$ cat config.mk
export PLATFORM = sky130hd
export DESIGN_NAME = phasecalc_arbiter
export DESIGN_NICKNAME = d
export VERILOG_FILES = /design/src/rtl/phasecalc_arbiter_pkg.sv /design/src/rtl/phasecalc_arbiter_rr.sv /design/src/rtl/phasecalc_arbiter.sv
export SDC_FILE = /design/constraint.sdc
export NUM_CORES = 1
export LEC_CHECK = 0
export CAP_MARGIN = 10
export CORE_MARGIN = 2
export CORE_UTILIZATION = 35
export DETAILED_ROUTE_END_ITERATION = 8
export HOLD_SLACK_MARGIN = 0.03
export PLACE_DENSITY = 0.77
export SLEW_MARGIN = 20
export SYNTH_ARGS = -nofsm -noshare
export SYNTH_HDL_FRONTEND = slang
export SYNTH_SLANG_ARGS = --single-unit
$ cat constraint.sdc
create_clock -name clock -period 1.3 [get_ports clock]
set_input_delay 0.195 -clock clock [delete_from_list [all_inputs] [get_ports clock]]
set_output_delay 0.195 -clock clock [all_outputs]
set_load 0.01 [all_outputs]
$ cat src/rtl/phasecalc_arbiter_pkg.sv
// Shared widths, angle constants, FSM encoding and pointer helper for the phasecalc arbiter.
package phasecalc_arbiter_pkg;

  localparam int XW_DEF      = 13;
  localparam int AW_DEF      = 19;
  localparam int FRAC        = 10;
  localparam int PI_Q10      = 3217;
  localparam int HALF_PI_Q10 = 1608;

  typedef enum logic [1:0] {
    ST_IDLE  = 2'd0,
    ST_START = 2'd1,
    ST_WAIT  = 2'd2,
    ST_OUT   = 2'd3
  } state_t;

  function automatic int wrap_inc(input int v, input int n);
    return (v + 1 >= n) ? 0 : v + 1;
  endfunction

endpackage

$ cat src/rtl/phasecalc_arbiter_rr.sv
// Combinational round-robin pick: first requesting channel at or after ptr, wrapping.
module phasecalc_arbiter_rr
  import phasecalc_arbiter_pkg::*;
#(
  parameter int NCH = 2,
  parameter int CW  = 1
) (
  input  logic [NCH-1:0] req,
  input  logic [CW-1:0]  ptr,
  output logic [NCH-1:0] grant,
  output logic [CW-1:0]  idx,
  output logic           any
);

  logic [CW-1:0] cand;

  always_comb begin
    grant = '0;
    idx   = '0;
    any   = 1'b0;
    cand  = '0;
    // Scan farthest-first so the channel closest to the pointer is the last writer.
    for (int off = NCH - 1; off >= 0; off--) begin
      cand = CW'((int'(ptr) + off) % NCH);
      if (req[cand]) begin
        grant       = '0;
        grant[cand] = 1'b1;
        idx         = cand;
        any         = 1'b1;
      end
    end
  end

endmodule

$ cat src/rtl/phasecalc_arbiter.sv
// Round-robin share of one atan2 engine among NCH valid/ready requesters; one sample in flight,
// result held until out_ready. PHASECALC_TIMEOUT_EN adds a WAIT watchdog that returns angle 0 with out_err.
module phasecalc_arbiter
  import phasecalc_arbiter_pkg::*;
#(
  parameter int  XW             = XW_DEF,
  parameter int  AW             = AW_DEF,
  parameter int  NCH            = 2,
  parameter int  TIMEOUT_CYCLES = 64,
  localparam int CW             = (NCH > 1) ? $clog2(NCH) : 1
) (
  input  logic              clock,
  input  logic              reset,
  input  logic [NCH-1:0]    req_valid,
  output logic [NCH-1:0]    req_ready,
  input  logic [NCH*XW-1:0] req_x,
  input  logic [NCH*XW-1:0] req_y,
  output logic              eng_start,
  output logic [XW-1:0]     eng_x,
  output logic [XW-1:0]     eng_y,
  input  logic              eng_busy,
  input  logic [AW-1:0]     eng_angle,
  output logic              out_valid,
  input  logic              out_ready,
  output logic [AW-1:0]     out_angle,
  output logic [CW-1:0]     out_ch,
  output logic              out_err
);

  state_t         state, state_nx;
  logic [CW-1:0]  rr_ptr, cur_ch, grant_idx;
  logic [NCH-1:0] grant;
  logic           grant_any;
  logic           wd_hit;

  phasecalc_arbiter_rr #(.NCH(NCH), .CW(CW)) u_rr (
    .req   (req_valid),
    .ptr   (rr_ptr),
    .grant (grant),
    .idx   (grant_idx),
    .any   (grant_any)
  );

  // Qualified by reset so req_ready stays low while reset is held, even in IDLE.
  assign req_ready = (state == ST_IDLE && reset) ? grant : '0;
  assign eng_start = (state == ST_START);
  assign out_valid = (state == ST_OUT);

`ifdef PHASECALC_TIMEOUT_EN
  localparam int WDW = $clog2(TIMEOUT_CYCLES + 1);
  logic [WDW-1:0] wd_cnt;

  assign wd_hit = (state == ST_WAIT) && (wd_cnt == WDW'(TIMEOUT_CYCLES - 1));

  always_ff @(posedge clock or negedge reset) begin
    if (!reset)                 wd_cnt <= '0;
    else if (state != ST_WAIT)  wd_cnt <= '0;
    else if (!wd_hit)           wd_cnt <= wd_cnt + 1'b1;
  end
`else
  assign wd_hit = 1'b0;
`endif

  always_comb begin
    state_nx = state;
    case (state)
      ST_IDLE:  if (grant_any) state_nx = ST_START;
      ST_START: state_nx = ST_WAIT;
      ST_WAIT:  if (eng_busy || wd_hit) state_nx = ST_OUT;
      ST_OUT:   if (out_ready) state_nx = ST_IDLE;
      default:  state_nx = ST_IDLE;
    endcase
  end

  always_ff @(posedge clock or negedge reset) begin
    if (!reset) state <= ST_IDLE;
    else        state <= state_nx;
  end

  always_ff @(posedge clock or negedge reset) begin
    if (!reset) begin
      rr_ptr    <= '0;
      cur_ch    <= '0;
      eng_x     <= '0;
      eng_y     <= '0;
      out_angle <= '0;
      out_ch    <= '0;
      out_err   <= 1'b0;
    end else begin
      if (state == ST_IDLE && grant_any) begin
        cur_ch <= grant_idx;
        eng_x  <= req_x[int'(grant_idx)*XW +: XW];
        eng_y  <= req_y[int'(grant_idx)*XW +: XW];
      end
      if (state == ST_WAIT) begin
        if (eng_busy) begin
          out_angle <= eng_angle;
          out_ch    <= cur_ch;
          out_err   <= 1'b0;
        end else if (wd_hit) begin
          out_angle <= '0;
          out_ch    <= cur_ch;
          out_err   <= 1'b1;
        end
      end
      if (state == ST_OUT && out_ready)
        rr_ptr <= CW'(wrap_inc(int'(cur_ch), NCH));
    end
  end

endmodule
==> metrics.sh, run 1 <==
OUTCOME='finished with violations'
VIOLATIONS_IN_THE_FINAL_REPORTS='setup timing'
NETLIST-CELL-TYPE-COUNT=26
WORST_R2R_STARTPOINT='state[1]$_DFFE_PN0P_'
CLOCK_SLEW_AT_REPORTED_PATH_FFS_PS=90
ROWS=29
GRT_PASS1_VIAS=2392
RSZ0062_AT_GRT='true'
FF_LATCH_AREA_UM2=1250
TIMING_LIMITED_MAXIMUM_FREQUENCY_GHz=0.673
PIN_COUNT=128
STARTPOINT_CLASS='flip-flop'
FINALHOLDVIOLATIONS=0
CLOCK_POWER_SHARE_PCT=11.1
TOTALWIRELENGTH_UM=7970
CRITICAL_PATH.MAX_STAGE_DELAY_PS=410
COMB_POWER_SHARE_PCT=59.9
CORE_UTILIZATION_OF_THE_FINISHED_LAYOUT_PCT=69.4
PWR_DENSITY_CELL_nW_PER_UM2=2160
NUMBER_OF_ANTENNA_VIOLATIONS_AT_THE_FIRST_CHECK_IN_GLOBAL_ROUTING=0
DIE_WIDTH_UM=85.3
CTS_TREE='built'
SYNTH_FP_NETS=302
MIN-DELAY-START='req_y[19]'
YOSYSWARNINGCOUNT=0
TIMING.CRITICAL_PATH.ARRIVAL_PS=1670
CHIPHEIGHT_UM=85.3
POST_ROUTE_ANTENNA_NET_VIOLATION_COUNT=0
ROUTED-VIA-COUNT=2352
ANTENNA_CELLS_INSERTED=0
DETAILEDROUTE.FIRSTPASSITERATIONCOUNT=4
SHARE_OF_THE_CLOCK_PERIOD_USED_BY_THE_WORST_PATH_PCT=114
FINAL_NETS=451
GRT_MAX_DEGREE=36
PLACE_CONGESTION=0.833
CRIT_PATH_END_KIND='flip-flop'
FOOTPRINT_OF_THE_MULTI_INPUT_GATES_UM2=1260
POWER_LEAKAGE_nW=1.91
CELLINTERNALPOWER_mW=6.19
SYNTHESIS.AREA_UM2=2310
AVGVIACOUNTPERCELL=5.25
NETSWITCHINGPOWER_mW=3.40
FILLCELLCOUNT=504
TIMING.CRITICAL_PATH.FROM='state[1]$_DFFE_PN0P_'
LAYOUT_SETUP_WS_PS=-186
CRIT_CHAIN='buf_6 -> ha_4 -> nor2b_4 -> a221oi_4 -> mux2_4'
POST_ROUTE_CELLS_DRIVE_ABOVE_1_SHARE_PCT=26.4
PEAKVDDDROP_mV=1.21
SKEW_PS=5.87
DETAILEDROUTE.FIRSTITERATIONVIOLATIONS=138
CTS_HTREE_LEVELS=2
CORE_AREA_UM2=6390
TOTAL_POWER_mW=9.59
TIMING.CRITICAL_PATH.SLOWEST_STAGE_CELL='sky130_fd_sc_hd__dfrtp_1'
TIMING.FINAL.MAX_SLEW_VIOLATIONS=0
GRT_PASS1_WL_UM=12400
POWER_SWITCHING_SHARE_PCT=35.4
PLACE_HPWL_UM=4920
CRITICAL_PATH_PEAK_FANOUT=3
WORSTPATHREQUIRED_PS=1490
FINAL.SETUP.TNS_PS=-6960
CTS_ROOT_BUFFER='sky130_fd_sc_hd__clkbuf_8'
CAP_VIOLATIONS=0
DESIGN.DIE.AREA_UM2=7270
FIN_CRIT_PS=1490
SYNTH-SEQ-AREA-SHARE_PCT=54.1
TRACK_USAGE_PCT=21.5
START_UTIL_PCT=36.2
CTS_NUM_SINKS=50
R2R_SETUP_SLACK_PS=-190
POST-ROUTE-DRC-COUNT=0
SYNTH.AVG_CELL_AREA_UM2=10.5
SYNTHESIZED_INSTANCE_COUNT=221
NUMCTSBUFFERS=5
PORTBUFFERS=126
GR-TOTAL-OVERFLOW=0
TIMING.HOLD.WORST.CLASS='input pin to flip-flop'
CLOCK_INSERTION_DELAY_WORST_SKEW_PS=290
YS_FF_LATCH=50
MAX-CLOCK-PATH-BUFFERS=2
LAYOUT-AREA-OVERHEAD-VS-SYNTH_PCT=91.7
SEQ_POWER_SHARE_PCT=29.0
DETAIL_ROUTE.WL_PER_CELL_UM=17.8
SETUP_VIOL_COUNT_FINAL=53
WORST-SETUP-PATH-TYPE='flip-flop to flip-flop'
[path summary, 6_finish.rpt]
path | to | depth (start not counted)
max | state[1]$_DFFE_PN0P_ | 5
min in group asynchronous | rr_ptr$_DFFE_PN0P_ | 3
min reg2reg | rr_ptr$_DFFE_PN0P_ | 1
max in group asynchronous | eng_x[1]$_DFFE_PN0P_ | 3
min | eng_y[6]$_DFFE_PN0P_ | 3
max reg2reg | state[1]$_DFFE_PN0P_ | 5
[per-stage QoR]
stage | cells | instance area [um2] | hold slack, ps | setup slack [ps]
final | 448 | 4430 | 466 | -186
after global routing | 448 | 4430 | 455 | -234
after global placement | 426 | 3750 | 208 | -507
after CTS | 444 | 4230 | 457 | -178
after detailed placement | 426 | 3750 | 207 | -532
after floorplan | 221 | 2340 | -101 | -88.4
[flip-flops by register name (all words and copies together), names as in the netlist]
signal     flops
eng_y         13
out_angle     19
out_ch         1
rr_ptr         1
cur_ch         1
state          2
eng_x         13
[cell type report]
class / instances / area share (%)
Sequential cell: 50 / 28.2
Tap cell: 77 / 2.17
Clock buffer: 5 / 1.55
Inverter: 5 / 0.423
Timing Repair Buffer: 162 / 38.2
Multi-Input combinational cell: 146 / 28.5
Clock inverter: 3 / 0.903
[routing by layer]
layer  routed length [um]  GRT usage, %  vias up
met5                    0             0        -
met2                 4190          36.8       83
met4                  107          5.77        0
met3                  400          3.50       10
met1                 3280          28.5     1168
li1                     -             -     1091
[worst max-delay path, delay by kind of cell, from the launching register on]
kind | cells | cell delay, ps
compound gates | 1 | 220
flops | 1 | 410
fa+ha+maj | 1 | 160
buf+inv | 1 | 140
simple gates | 1 | 130
mux | 1 | 320
[power by group through the flow]
stage	registers, mW	logic, mW	clock network [mW]
floorplan	3.12	1.62	0
detailed placement	2.78	4.36	0
global route	2.87	6.12	1.19
global placement	2.74	4.26	0
finish	2.78	5.75	1.07
CTS	2.77	5.19	1.10
[cells by family (layout without fill, tap and decap cells)]
family	after synthesis	after routing	synth area share, %
buffers and inverters	25	175	6.49
adders and majority gates	4	4	2.16
and+or+nand+nor	61	61	12.0
other	1	1	0.162
DFF	50	50	54.1
muxes	20	20	9.74
AOI/OAI and AO/OA	60	60	15.4
[layout by cell type (no fill, tap or decap), types with 2 or more instances in the layout]
master,instances
sky130_fd_sc_hd__buf_4,14
sky130_fd_sc_hd__buf_16,5
sky130_fd_sc_hd__a31oi_4,11
sky130_fd_sc_hd__inv_1,3
sky130_fd_sc_hd__nand3_1,26
sky130_fd_sc_hd__clkdlybuf4s50_1,75
sky130_fd_sc_hd__buf_6,11
sky130_fd_sc_hd__a31oi_1,15
sky130_fd_sc_hd__dfrtp_1,50
sky130_fd_sc_hd__clkbuf_16,2
sky130_fd_sc_hd__o21ai_0,3
sky130_fd_sc_hd__clkbuf_8,5
sky130_fd_sc_hd__nor2_2,6
sky130_fd_sc_hd__nor2_1,22
sky130_fd_sc_hd__buf_12,5
sky130_fd_sc_hd__mux2_4,20
sky130_fd_sc_hd__o21ai_1,24
sky130_fd_sc_hd__clkinv_2,2
sky130_fd_sc_hd__inv_2,2
sky130_fd_sc_hd__ha_4,4
sky130_fd_sc_hd__dlygate4sd2_1,46
sky130_fd_sc_hd__buf_2,3
[what timing repair did]
action | in CTS | in global routing
gates cloned | 5 | 2
pin swaps | 6 | 6
resized for setup | 117 | 17
hold buffers | 1 | 0
setup endpoints to repair | 99 | 53
endpoints found under the hold margin | 50 | 0
setup buffers | 5 | 3
[synthesized netlist by cell type (all sizes together)]
cell	instances	share of area [%]
a21oi	2	0.43
a221oi	1	0.65
a31oi	27	7.3
and2b	1	0.32
and3	1	0.27
buf	19	5.5
clkbuf	1	0.16
conb	1	0.16
dfrtp	50	54
ha	4	2.2
inv	5	0.81
mux2	20	9.7
nand2	2	0.32
nand2b	1	0.27
nand3	27	5.8
nor2	28	4.7
nor2b	1	0.27
o21a	1	0.32
o21ai	27	5.8
o2bb2ai	1	0.38
o32a	1	0.43
Note: power is estimated with default switching activity, not from simulation.
==> inputs of run 2 (changes only) <==
--- a/config.mk
+++ b/config.mk
@@ -11,6 +11,7 @@
 export DETAILED_ROUTE_END_ITERATION = 8
 export HOLD_SLACK_MARGIN = 0.03
 export PLACE_DENSITY = 0.77
+export SKIP_CTS_REPAIR_TIMING = 1
 export SLEW_MARGIN = 20
 export SYNTH_ARGS = -nofsm -noshare
 export SYNTH_HDL_FRONTEND = slang
==> run 2 against run 1 <==
- the run still ends with setup timing left
- worst hold slack got worse by 27 ps
- setup slack got worse by 20 ps
- register-to-register slack got worse by 20 ps
- clock skew rose by 2.7 ps
- final cell count fell by 1.8%
- non-clock buffer count fell by 8
- routed wire length fell by 12%
- sequential cell count did not move
- fmax fell by 1.3%
- critical path type unchanged
==> metrics.sh, run 2 (same netlist as run 1, synthesis figures left out) <==
OUTCOME='finished with violations'  # unchanged
VIOLATIONS_IN_THE_FINAL_REPORTS='setup timing'  # unchanged
ANTENNA_CELLS_INSERTED=0  # unchanged
GRT_MAX_DEGREE=36  # unchanged
CAP_VIOLATIONS=0  # unchanged
FIN_CRIT_PS=1510  # was 1490 ps
ROWS=29  # unchanged
TOTALWIRELENGTH_UM=7020  # was 7970 um
TIMING_LIMITED_MAXIMUM_FREQUENCY_GHz=0.664  # was 0.673 GHz
RSZ0062_AT_GRT='true'  # unchanged
SETUP_VIOL_COUNT_FINAL=54  # was 53
MOSTFREQUENTLAYOUTCELL='sky130_fd_sc_hd__clkdlybuf4s50_1'  # unchanged
TRACK_USAGE_PCT=18.7  # was 21.5%
FINAL.SETUP.TNS_PS=-6810  # was -6960 ps
POST_ROUTE_ANTENNA_NET_VIOLATION_COUNT=0  # unchanged
LAYOUT.CELLS.MOST_COMMON_LIST='sky130_fd_sc_hd__clkdlybuf4s50_1, sky130_fd_sc_hd__dfrtp_1, sky130_fd_sc_hd__dlymetal6s2s_1, sky130_fd_sc_hd__a31oi_1'  # was sky130_fd_sc_hd__clkdlybuf4s50_1, sky130_fd_sc_hd__dfrtp_1, sky130_fd_sc_hd__dlygate4sd2_1, sky130_fd_sc_hd__nand3_1, sky130_fd_sc_hd__o21ai_1
FINAL_NETS=443  # was 451
CRIT_PATH_END_KIND='flip-flop'  # unchanged
CTS_HTREE_LEVELS=2  # unchanged
CTS_TREE='built'  # unchanged
DIE_WIDTH_UM=85.3  # unchanged
POWER_LEAKAGE_nW=2.03  # was 1.91 nW
CHIPHEIGHT_UM=85.3  # unchanged
LAYOUT_SETUP_WS_PS=-206  # was -186 ps
FINALHOLDWORSTSLACK_PS=439  # was 466 ps
CORE_UTILIZATION_OF_THE_FINISHED_LAYOUT_PCT=64.7  # was 69.4%
GRT_PASS1_WL_UM=10900  # was 12,400 um
POST-ROUTE-DRC-COUNT=0  # unchanged
WORST-SETUP-PATH-TYPE='flip-flop to flip-flop'  # unchanged
PWR_DENSITY_CELL_nW_PER_UM2=2020  # was 2160 nW/um2
CRITICAL_PATH_PEAK_FANOUT=3  # unchanged
CLOCK_INSERTION_DELAY_WORST_SKEW_PS=290  # about the same
DESIGN.DIE.AREA_UM2=7270  # unchanged
NETSWITCHINGPOWER_mW=2.83  # was 3.40 mW
FINALHOLDVIOLATIONS=0  # unchanged
WORST_R2R_STARTPOINT='state[0]$_DFFE_PN0P_'  # was state[1]$_DFFE_PN0P_
CELLINTERNALPOWER_mW=5.50  # was 6.19 mW
SHARE_OF_THE_CLOCK_PERIOD_USED_BY_THE_WORST_PATH_PCT=116  # was 114%
FILLCELLCOUNT=528  # was 504
CORE_AREA_UM2=6390  # unchanged
DETAILEDROUTE.FIRSTPASSITERATIONCOUNT=4  # unchanged
NUMCTSBUFFERS=5  # unchanged
GR-TOTAL-OVERFLOW=0  # unchanged
R2R_SETUP_SLACK_PS=-210  # was -190 ps
FOOTPRINT_OF_THE_MULTI_INPUT_GATES_UM2=998  # was 1260 um2
TIMING.FINAL.MAX_SLEW_VIOLATIONS=0  # unchanged
PIN_COUNT=128  # unchanged
CTS_NUM_SINKS=50  # unchanged
NUMBER_OF_ANTENNA_VIOLATIONS_AT_THE_FIRST_CHECK_IN_GLOBAL_ROUTING=0  # unchanged
PEAKVDDDROP_mV=1.10  # was 1.21 mV
POST_ROUTE_CELLS_DRIVE_ABOVE_1_SHARE_PCT=16.5  # was 26.4%
TIMING.CRITICAL_PATH.ARRIVAL_PS=1690  # was 1670 ps
PRE_CTS_WS_PS=-532  # unchanged
TOTAL_POWER_mW=8.33  # was 9.59 mW
FF_LATCH_AREA_UM2=1250  # unchanged
WORSTREG2REGEND='state[1]$_DFFE_PN0P_'  # unchanged
WORST_R2R_PATH_DEPTH=5  # unchanged
PLACE_HPWL_UM=4920  # unchanged
LARGEST_REGISTER='out_angle'  # unchanged
CLOCK_SLEW_AT_REPORTED_PATH_FFS_PS=90  # about the same
PORTBUFFERS=126  # unchanged
AVGVIACOUNTPERCELL=5.06  # was 5.25
SKEW_PS=8.61  # was 5.87 ps
LARGEST_REG_FLOPS=19  # unchanged
BIGGESTREGSBYFLOPS='out_angle (19), eng_x (13), eng_y (13)'  # unchanged
LAYOUT-AREA-OVERHEAD-VS-SYNTH_PCT=78.6  # was 91.7%
TIMING.HOLD.WORST.CLASS='input pin to async pin'  # was input pin to flip-flop
START_UTIL_PCT=36.2  # unchanged
STARTPOINT_CLASS='flip-flop'  # unchanged
GRT_PASS1_VIAS=2209  # was 2,392
CLOCK_POWER_SHARE_PCT=12.7  # was 11.1%
POWER_SWITCHING_SHARE_PCT=34.0  # was 35.4%
COMB_POWER_SHARE_PCT=54.5  # was 59.9%
PLACE_CONGESTION=0.833  # unchanged
SEQ_POWER_SHARE_PCT=32.8  # was 29.0%
DETAIL_ROUTE.WL_PER_CELL_UM=16.0  # was 17.8 um
CTS_ROOT_BUFFER='sky130_fd_sc_hd__clkbuf_8'  # unchanged
DETAILEDROUTE.FIRSTITERATIONVIOLATIONS=128  # was 138
WORSTPATHREQUIRED_PS=1490  # about the same
MAX-CLOCK-PATH-BUFFERS=2  # unchanged
ROUTED-VIA-COUNT=2226  # was 2,352
[run 2: cell types whose count changed in the layout (fill, tap and decap cells not counted), sizes merged]
cell,previous run,this run
dlygate4sd2,46,0
dlymetal6s2s,0,46
buf,38,30
clkbuf,7,6
dlygate4sd3,1,2
[run 2: worst max-delay path by stage]
| stage | from | end | slack [ps] | depth (start not counted) |
|---|---|---|---|---|
| floorplan | state[1]$_DFFE_PN0P_ | state[1]$_DFFE_PN0P_ | -90 | 4 |
| global placement | req_valid[1] | req_ready[1] | -510 | 5 |
| detailed placement | req_valid[1] | req_ready[1] | -530 | 5 |
| CTS | state[1]$_DFFE_PN0P_ | req_ready[0] | -650 | 5 |
| global route | state[0]$_DFFE_PN0P_ | state[1]$_DFFE_PN0P_ | -260 | 5 |
| finish | state[0]$_DFFE_PN0P_ | state[1]$_DFFE_PN0P_ | -210 | 5 |
[run 2: layout make-up]
type / count / share of cell area (%)
timing repair buffer: 154 / 40.1
sequential: 50 / 30.3
multi-input combinational: 146 / 24.2
tap: 77 / 2.33
clock buffer: 5 / 1.67
clock inverter: 3 / 0.969
inverter: 5 / 0.454
[run 2: routing by layer]
metal | GRT usage [%] | routed length (um) | up-vias
met2 | 30.5 | 3610 | 85
met3 | 3.50 | 423 | 10
met1 | 24.9 | 2860 | 1062
met4 | 6.78 | 125 | 0
li1 | - | - | 1069
met5 | 0 | 0 | -
[run 2: power by group through the flow]
stage	clock network (mW)	registers, mW	logic [mW]
after floorplan	0	3.12	1.62
after global placement	0	2.74	4.26
after detailed placement	0	2.78	4.36
after CTS	1.10	2.76	4.37
after global routing	1.19	2.83	4.87
final	1.06	2.73	4.54
[run 2: worst max-delay path: stages (launching register included)]
cell                       delay [ps]
sky130_fd_sc_hd__dfrtp_1          400
sky130_fd_sc_hd__inv_2             70
sky130_fd_sc_hd__buf_6            120
sky130_fd_sc_hd__ha_4             170
sky130_fd_sc_hd__a221oi_4         310
sky130_fd_sc_hd__mux2_4           320
[run 2: stage by stage]
stage          instance area, um2  std cells
3_3_place_gp                 3750        426
2_1_floorplan                2340        221
3_5_place_dp                 3750        426
5_1_grt                      4130        440
6_report                     4130        440
4_1_cts                      3860        434
==> inputs of run 3 (changes only) <==
--- a/config.mk
+++ b/config.mk
@@ -10,6 +10,7 @@
 export CORE_UTILIZATION = 35
 export DETAILED_ROUTE_END_ITERATION = 8
 export HOLD_SLACK_MARGIN = 0.03
+export MAX_ROUTING_LAYER = met4
 export PLACE_DENSITY = 0.77
 export SKIP_CTS_REPAIR_TIMING = 1
 export SLEW_MARGIN = 20
==> run 3 against run 2 <==
- the run still ends with setup timing left
- clock power is essentially flat
- power about the same
- cell area did not move
- via count is 0.72% higher
- highest routed layer unchanged
==> metrics.sh, run 3 (same netlist as run 1, synthesis figures left out) <==
TOTALWIRELENGTH_UM=7060  # was 7020 um
PEAKVDDDROP_mV=1.10  # about the same
TOTAL_POWER_mW=8.33  # about the same
OUTCOME='finished with violations'  # unchanged
PLACE_HPWL_UM=4920  # unchanged
NUMBER_OF_ANTENNA_VIOLATIONS_AT_THE_FIRST_CHECK_IN_GLOBAL_ROUTING=0  # unchanged
LAYOUT-AREA-OVERHEAD-VS-SYNTH_PCT=78.6  # unchanged
PLACE_CONGESTION=0.846  # was 0.833
AVGVIACOUNTPERCELL=5.10  # was 5.06
TIMING.FINAL.MAX_SLEW_VIOLATIONS=0  # unchanged
WIRE_LENGTH_ON_MET2_UM=3680  # was 3610 um
NETSWITCHINGPOWER_mW=2.83  # about the same
RSZ0062_AT_GRT='true'  # unchanged
DETAIL_ROUTE.WL_PER_CELL_UM=16.0  # about the same
DIE_WIDTH_UM=85.3  # unchanged
BIGGESTREGSBYFLOPS='out_angle (19), eng_x (13), eng_y (13)'  # unchanged
ROWS=29  # unchanged
DETAILEDROUTE.FIRSTPASSITERATIONCOUNT=4  # unchanged
TIMING_LIMITED_MAXIMUM_FREQUENCY_GHz=0.664  # about the same
GRT_MAX_DEGREE=36  # unchanged
PORTBUFFERS=126  # unchanged
CTS_ROOT_BUFFER='sky130_fd_sc_hd__clkbuf_8'  # unchanged
CRIT_PATH_END_KIND='flip-flop'  # unchanged
SEQ_POWER_SHARE_PCT=32.8  # about the same
CELLINTERNALPOWER_mW=5.50  # about the same
MAX-CLOCK-PATH-BUFFERS=2  # unchanged
COMB_POWER_SHARE_PCT=54.5  # about the same
PWR_DENSITY_CELL_nW_PER_UM2=2020  # about the same
FINAL_NETS=443  # unchanged
FOOTPRINT_OF_THE_MULTI_INPUT_GATES_UM2=998  # unchanged
NUMCTSBUFFERS=5  # unchanged
LARGEST_REG_FLOPS=19  # unchanged
GRT_PASS1_VIAS=2218  # was 2,209
CTS_TREE='built'  # unchanged
LAYOUT_SETUP_WS_PS=-206  # about the same
CAP_VIOLATIONS=0  # unchanged
FINALHOLDWORSTSLACK_PS=446  # was 439 ps
GR-TOTAL-OVERFLOW=0  # unchanged
VIOLATIONS_IN_THE_FINAL_REPORTS='setup timing'  # unchanged
DESIGN.DIE.AREA_UM2=7270  # unchanged
LAYOUT.CELLS.MOST_COMMON_LIST='sky130_fd_sc_hd__clkdlybuf4s50_1, sky130_fd_sc_hd__dfrtp_1, sky130_fd_sc_hd__dlymetal6s2s_1, sky130_fd_sc_hd__a31oi_1'  # unchanged
ROUTED-VIA-COUNT=2242  # was 2,226
CLOCK_POWER_SHARE_PCT=12.7  # about the same
LARGEST_REGISTER='out_angle'  # unchanged
ANTENNA_CELLS_INSERTED=0  # unchanged
SHARE_OF_THE_CLOCK_PERIOD_USED_BY_THE_WORST_PATH_PCT=116  # about the same
CLOCK_INSERTION_DELAY_WORST_SKEW_PS=290  # about the same
GRT_PASS1_WL_UM=10800  # was 10,900 um
TIMING.CRITICAL_PATH.ARRIVAL_PS=1690  # about the same
CLOCK_SLEW_AT_REPORTED_PATH_FFS_PS=90  # about the same
WORSTPATHREQUIRED_PS=1490  # about the same
STARTPOINT_CLASS='flip-flop'  # unchanged
MOSTFREQUENTLAYOUTCELL='sky130_fd_sc_hd__clkdlybuf4s50_1'  # unchanged
CTS_HTREE_LEVELS=2  # unchanged
FF_LATCH_AREA_UM2=1250  # unchanged
TIMING.HOLD.WORST.CLASS='input pin to async pin'  # unchanged
POWER_LEAKAGE_nW=2.03  # unchanged
POST-ROUTE-DRC-COUNT=0  # unchanged
CTS_NUM_SINKS=50  # unchanged
WL_MET3_UM=408  # was 423 um
CORE_AREA_UM2=6390  # unchanged
SKEW_PS=8.68  # was 8.61 ps
TRACK_USAGE_PCT=19.2  # was 18.7%
POST_ROUTE_CELLS_DRIVE_ABOVE_1_SHARE_PCT=16.5  # unchanged
MET1_WL_UM=2860  # about the same
DETAILEDROUTE.FIRSTITERATIONVIOLATIONS=123  # was 128
FILLCELLCOUNT=528  # unchanged
POST_ROUTE_ANTENNA_NET_VIOLATION_COUNT=0  # unchanged
CHIPHEIGHT_UM=85.3  # unchanged
POWER_SWITCHING_SHARE_PCT=34.0  # about the same
WORST-SETUP-PATH-TYPE='flip-flop to flip-flop'  # unchanged
FINALHOLDVIOLATIONS=0  # unchanged
FIN_CRIT_PS=1510  # about the same
PIN_COUNT=128  # unchanged
TOP_LAYER='met4'  # unchanged
START_UTIL_PCT=36.2  # unchanged
SETUP_VIOL_COUNT_FINAL=54  # unchanged
CRITICAL_PATH_PEAK_FANOUT=3  # unchanged
## run 3: critical path: stages (launching register included)
cell and delay [ps]:
sky130_fd_sc_hd__dfrtp_1 400, sky130_fd_sc_hd__inv_2 70, sky130_fd_sc_hd__buf_6 120, sky130_fd_sc_hd__ha_4 170
sky130_fd_sc_hd__a221oi_4 310, sky130_fd_sc_hd__mux2_4 320
## run 3: final timing paths
path	slack, ps	start	depth (start not counted)	to
max in group asynchronous	400	reset	3	eng_x[1]$_DFFE_PN0P_
min reg2reg	490	out_ch$_DFFE_PN0P_	2	out_ch$_DFFE_PN0P_
min in group clock	470	req_y[19]	3	eng_y[6]$_DFFE_PN0P_
max reg2reg	-210	state[0]$_DFFE_PN0P_	5	state[1]$_DFFE_PN0P_
min	450	reset	3	rr_ptr$_DFFE_PN0P_
max	-210	state[0]$_DFFE_PN0P_	5	state[1]$_DFFE_PN0P_
## run 3: cell type report
cell class              instances  share of cell area (%)
clock buffers                   5                    1.67
repair buffers                154                    40.1
clock inverters                 3                   0.969
inverters                       5                   0.454
well taps                      77                    2.33
flip-flops and latches         50                    30.3
multi-input cells             146                    24.2
## run 3: metrics by stage
step	util (%)	worst slack (ps)	area (um2)	TNS, ps	cells
finish	64.7	-206	4130	-6900	440
global route	64.7	-259	4130	-10000	440
CTS	60.4	-646	3860	-14790	434
detailed placement	58.7	-532	3750	-12180	426
global placement	58.7	-507	3750	-11110	426
floorplan	-	-88.4	2340	-1500	221
## run 3: layer usage
metal | vias up | GRT usage [%]
li1 | 1070 | -
met1 | 1071 | 24.5
met4 | 0 | 6.78
met3 | 12 | 3.40
met2 | 89 | 30.8
met5 | - | -
## run 3: power by group through the flow
| stage | registers (mW) | logic, mW | clock network, mW |
|---|---|---|---|
| floorplan | 3.12 | 1.62 | 0 |
| global placement | 2.74 | 4.26 | 0 |
| detailed placement | 2.78 | 4.36 | 0 |
| CTS | 2.76 | 4.37 | 1.10 |
| global route | 2.83 | 4.87 | 1.19 |
| finish | 2.74 | 4.54 | 1.06 |
